--- config.mk ---
export PLATFORM = sky130hd
export DESIGN_NAME = alu_result_display
export DESIGN_NICKNAME = d
export VERILOG_FILES = /design/src/rtl/alu_result_display.sv
export SDC_FILE = /design/constraint.sdc
export NUM_CORES = 1
export LEC_CHECK = 0
export ABC_AREA = 1
export CAP_MARGIN = 20
export CORE_MARGIN = 2
export CORE_UTILIZATION = 25
export DETAILED_ROUTE_END_ITERATION = 10
export SKIP_LAST_GASP = 1
export SYNTH_ARGS = -nofsm -noshare
export SYNTH_HDL_FRONTEND = slang
export SYNTH_SLANG_ARGS = --single-unit
export TNS_END_PERCENT = 30
--- constraint.sdc ---
create_clock -name clk -period 1.55 [get_ports clk]
set_input_delay 0.31 -clock clk [delete_from_list [all_inputs] [get_ports clk]]
set_output_delay 0.31 -clock clk [all_outputs]
set_load 0.05 [all_outputs]
--- src/rtl/alu_result_display.sv ---
// Snapshots the registered ALU result/flags once per scan frame and drives a
// multiplexed common-anode hex display. `ALU_DISP_BLANK_EN enables leading-zero blanking.

module alu_disp_digit (
  input  logic [3:0] nib_i,
  input  logic       blank_i,
  output logic [6:0] seg_o
);
  logic [6:0] dec;

  // Active-low {g,f,e,d,c,b,a}; lowercase b and d.
  always_comb begin
    dec = 7'h7F;
    unique case (nib_i)
      4'h0: dec = 7'b1000000;
      4'h1: dec = 7'b1111001;
      4'h2: dec = 7'b0100100;
      4'h3: dec = 7'b0110000;
      4'h4: dec = 7'b0011001;
      4'h5: dec = 7'b0010010;
      4'h6: dec = 7'b0000010;
      4'h7: dec = 7'b1111000;
      4'h8: dec = 7'b0000000;
      4'h9: dec = 7'b0010000;
      4'hA: dec = 7'b0001000;
      4'hB: dec = 7'b0000011;
      4'hC: dec = 7'b1000110;
      4'hD: dec = 7'b0100001;
      4'hE: dec = 7'b0000110;
      4'hF: dec = 7'b0001110;
      default: dec = 7'h7F;
    endcase
  end

  assign seg_o = blank_i ? 7'h7F : dec;
endmodule

module alu_result_display #(
  parameter  int width    = 4,
  parameter  int SCAN_DIV = 50000,
  localparam int NUM_DIG  = (width + 3) / 4
) (
  input  logic               clk,
  input  logic               reset,
  input  logic [width-1:0]   result_in,
  input  logic               cout_in,
  input  logic               negative_in,
  input  logic               zero_in,
  input  logic               hold,
  output logic [6:0]         seg_n,
  output logic [NUM_DIG-1:0] an_n,
  output logic [2:0]         led_flags
);
  localparam int PW = $clog2(SCAN_DIV);
  localparam int IW = (NUM_DIG > 1) ? $clog2(NUM_DIG) : 1;

  logic [PW-1:0]             presc_q, presc_d;
  logic [IW-1:0]             idx_q, idx_d;
  logic [NUM_DIG-1:0][3:0]   snap_q, snap_d;
  logic [2:0]                flags_q, flags_d;
  logic [6:0]                seg_q, seg_d;
  logic [NUM_DIG-1:0]        an_q, an_d;
  logic [2:0]                led_q, led_d;

  logic                      tick, wrap;
  logic [4*NUM_DIG-1:0]      ext;
  logic [NUM_DIG-1:0]        blank;
  logic [NUM_DIG-1:0][6:0]   seg_all;

  assign tick = (presc_q == PW'(SCAN_DIV - 1));
  assign wrap = tick && (idx_q == IW'(NUM_DIG - 1));

  always_comb begin
    ext = '0;
    ext[width-1:0] = result_in;
  end

`ifdef ALU_DISP_BLANK_EN
  // hz[i]: nibble i and every nibble above it are zero.
  logic [NUM_DIG:0] hz;
  assign hz[NUM_DIG] = 1'b1;
  for (genvar i = NUM_DIG - 1; i >= 0; i--) begin : g_hz
    assign hz[i] = hz[i+1] & (snap_q[i] == 4'h0);
    assign blank[i] = (i > 0) ? hz[i] : 1'b0;
  end
`else
  assign blank = '0;
`endif

  for (genvar i = 0; i < NUM_DIG; i++) begin : g_dig
    alu_disp_digit u_dig (
      .nib_i   (snap_q[i]),
      .blank_i (blank[i]),
      .seg_o   (seg_all[i])
    );
  end

  always_comb begin
    presc_d = tick ? '0 : presc_q + 1'b1;
    idx_d   = idx_q;
    if (tick) idx_d = (idx_q == IW'(NUM_DIG - 1)) ? '0 : idx_q + 1'b1;
    snap_d  = snap_q;
    flags_d = flags_q;
    if (wrap && !hold) begin
      snap_d  = ext;
      flags_d = {cout_in, negative_in, zero_in};
    end
    // Outputs are built from this cycle's state and appear one edge later.
    an_d  = ~(NUM_DIG'(1) << idx_q);
    seg_d = seg_all[idx_q];
    led_d = flags_q;
  end

  always_ff @(posedge clk or negedge reset) begin
    if (!reset) begin
      presc_q <= '0;
      idx_q   <= '0;
      snap_q  <= '0;
      flags_q <= '0;
      seg_q   <= 7'h7F;
      an_q    <= '1;
      led_q   <= '0;
    end else begin
      presc_q <= presc_d;
      idx_q   <= idx_d;
      snap_q  <= snap_d;
      flags_q <= flags_d;
      seg_q   <= seg_d;
      an_q    <= an_d;
      led_q   <= led_d;
    end
  end

  assign seg_n     = seg_q;
  assign an_n      = an_q;
  assign led_flags = led_q;
endmodule
==> results of run 1 <==
-- per-layer routing --
metal / GRT usage [%] / wire [microns]
met1: 12.9 / 1610
met2: 14.9 / 1600
met3: 3.17 / 117
met4: 2.07 / 17
met5: 0 / 0
-- state kept, by name, indices dropped and copies added (netlist names) --
signal and cells:
an_n 1, flags_q 3, led_flags 3, presc_q 16, seg_n 7, snap_q 4
-- per-stage QoR --
step / setup slack (ps) / util (%)
final: 171 / 33.6
after global routing: 34.2 / 33.6
after CTS: 148 / 33.6
after detailed placement: 163 / 31.9
after global placement: 193 / 31.9
after floorplan: 298 / -
-- power by group --
| group | internal (uW) | total [uW] | switching (uW) |
|---|---|---|---|
| sequential | 890 | 891 | 1.10 |
| clock | 524 | 843 | 319 |
| combinational | 30.1 | 59.3 | 29.2 |
| total | 1440 | 1790 | 349 |
-- cell usage in the layout (no fill, tap or decap), types with 7 or more instances in the layout --
master / instances
sky130_fd_sc_hd__nand2_1: 51
sky130_fd_sc_hd__dfrtp_1: 26
sky130_fd_sc_hd__nand3_1: 11
sky130_fd_sc_hd__buf_12: 9
sky130_fd_sc_hd__nor2_1: 19
sky130_fd_sc_hd__inv_1: 26
sky130_fd_sc_hd__ha_1: 7
sky130_fd_sc_hd__clkdlybuf4s50_1: 9
sky130_fd_sc_hd__dfstp_2: 8
sky130_fd_sc_hd__nand4_1: 11
-- how the worst max path moves through the flow --
stage	depth (start not counted)	slack (ps)	to	startpoint
floorplan	6	300	snap_q[1]	presc_q[0]
global placement	6	190	flags_q[2]	presc_q[0]
detailed placement	6	160	flags_q[2]	presc_q[0]
CTS	6	150	flags_q[0]	presc_q[0]
global route	6	30	flags_q[2]	presc_q[0]
finish	6	170	flags_q[0]	presc_q[0]
-- area by class of cell --
| class | instances | area [sq um] | area share, % |
|---|---|---|---|
| flip-flops and latches | 34 | 861 | 37.3 |
| multi-input cells | 139 | 806 | 34.9 |
| repair buffers | 21 | 293 | 12.7 |
| well taps | 96 | 120 | 5.20 |
| inverters | 30 | 114 | 4.93 |
| clock buffers | 7 | 86.3 | 3.74 |
| clock inverters | 1 | 30.0 | 1.30 |
-- cell families after synthesis --
logic type / Yosys count / synth area share [%]
other: 1 / 0.209
DFF: 34 / 47.9
buffers and inverters: 32 / 7.24
AOI/OAI and AO/OA: 14 / 4.46
xor gates and xnor gates: 7 / 3.41
and+or+nand+nor: 110 / 31.9
adders and majority gates: 7 / 4.87
==> metrics.txt, run 1 <==
diodes inserted 0; via count of the first global-routing pass 1345; non-filler instance count after layout 328; WHS approximately 370 ps; minimum period implied by the final worst setup slack between 1000 and 1500 ps; total nets after synthesis roughly 220; 1st-iter DRT viols 78; clock latency reported for the late side of the worst-skew pair ~280 ps; number of nets in the layout 248; top cell type by total area after synthesis sky130_fd_sc_hd__dfrtp_1; number of cells in the design after placement 320; fraction of synthesized cell area taken by the top area cell type approximately 36%; launch instance of the worst min-delay path flags_q[2]; total via count in the routed design roughly 1400; run status complete, no violations; period utilisation layout a little under 90%; largest net degree at the start of global routing 35; floorplan die width slightly below 90 microns; series of cell instances along the critical path ha_1 -> nand3_4 -> nor2_8 -> nand3_4 -> nand2_1 -> nand2_1; Detail Placement HPWL around 2500 microns; first-pass GRT wire length between 5000 and 6000 microns; FF-to-FF setup slack 170 ps; detailed-route DRC error count 0; setup TNS after final layout 0 ps; data required time at the worst endpoint around 1700 ps; Num Clock Sinks 34; #FFs+latches synth 34; maximum level of the CTS H-tree 2; Row Count 30; average routed wire per standard cell 10.2 microns; area of the placeable core ~6900 sq um; number of enable flip-flop cells after synthesis 0; endpoint of the worst-slack reg-to-reg timing path flags_q[0]; ys flop type sky130_fd_sc_hd__dfrtp_1; instance area at placement approximately 2200 sq um; PortBufs 20; final hold violation count 0; number of failing setup endpoints in the final timing report 0; buffers plus inverters on the worst setup path 0; post-synth cell types 32; cells after synthesis 205; via-per-instance ratio about 4.2; cell depth of the worst flop-to-flop path 6; Fill cells 721; Pwr per Cell Area between 700 and 800 nW/um^2; number of iterations in the first detailed-routing pass 4; sequential element share of the synthesized area 47.9%; summed instance area of the synthesized netlist 1800 sq um; grt total ovfl 0; unrepaired setup endpoints after global routing false; Critical Setup Path Class reg -> reg; number of buffers on the longest clock path 2; startpoint types register; launch point of the worst reg-to-reg path presc_q[0]; Critical Path Slowest Stage Cell sky130_fd_sc_hd__dfrtp_1; Cells on Worst Hold Path 0; TritonCTS clock tree built; share of synthesized flip-flops with an asynchronous set or reset 100%; post-route clock skew 8.13 ps; crit-path max FO 9; Top Family by Delay on Critical Path simple AND/OR/NAND/NOR gates; full die area a little under 8000 sq um; worst hold path type reg -> reg; IR Drop Worst-Case VDD 0.420 mV; largest stage delay on the critical path slightly below 400 ps; fmax roughly 720 MHz; clock-pin slew on the worst setup and hold paths about 70 ps; end point of the most critical hold path led_flags[2]; Top Ports 21; area grow syn2layout 28.6%; leading post-synthesis cells by instance count 51 x sky130_fd_sc_hd__nand2_1, 26 x sky130_fd_sc_hd__dfrtp_1, 26 x sky130_fd_sc_hd__inv_1, 19 x sky130_fd_sc_hd__nor2_1; Synth area leaders sky130_fd_sc_hd__dfrtp_1 36%, sky130_fd_sc_hd__dfstp_2 12%, sky130_fd_sc_hd__nand2_1 11%; number of setup buffers added after CTS 0; Static Leak 0.00114 uW; MaxCap Viol Count 0; post-CTS sizing 0; GRT Overall Usage 9.55%; number of warning messages in the yosys log 0; Detail Route Antenna Nets 0; root buffer cell sky130_fd_sc_hd__clkbuf_8; post-synthesis average cell area between 8 and 9 sq um; die span in y roughly 90 microns; most used standard cell by instance count after synthesis sky130_fd_sc_hd__nand2_1; fraction of layout cells with a size suffix above 1 19.8%; Worst EP arrival around 1600 ps; post-route standard cell area excluding fillers around 2300 sq um; last weighted congestion value of the routability-driven placer roughly 0.86; cts-stage hold buffer count 0; number of antenna violations at the first check in global routing 0; Tot Pwr 1790 uW; Post-Route WL roughly 3300 microns; nature of the critical path endpoint register; TritonCTS buffer count 5; Max Slew Vio Count 0; initial core utilization a little over a quarter
No activity file was read; power rests on OpenSTA's default activity.
==> inputs of run 2 (changes only) <==
--- a/config.mk
+++ b/config.mk
@@ -10,6 +10,8 @@
 export CORE_MARGIN = 2
 export CORE_UTILIZATION = 25
 export DETAILED_ROUTE_END_ITERATION = 10
+export HOLD_SLACK_MARGIN = 0.12
+export SKIP_CTS_REPAIR_TIMING = 1
 export SKIP_LAST_GASP = 1
 export SYNTH_ARGS = -nofsm -noshare
 export SYNTH_HDL_FRONTEND = slang
==> results of run 2 <==
No change in the layout: final DEF, timing and power equal those of run 1.
==> inputs of run 3 (changes only) <==
--- a/config.mk
+++ b/config.mk
@@ -13,6 +13,7 @@
 export HOLD_SLACK_MARGIN = 0.12
 export SKIP_CTS_REPAIR_TIMING = 1
 export SKIP_LAST_GASP = 1
+export SLEW_MARGIN = 30
 export SYNTH_ARGS = -nofsm -noshare
 export SYNTH_HDL_FRONTEND = slang
 export SYNTH_SLANG_ARGS = --single-unit
==> results of run 3 <==
No change in the layout: final DEF, timing and power equal those of run 1.
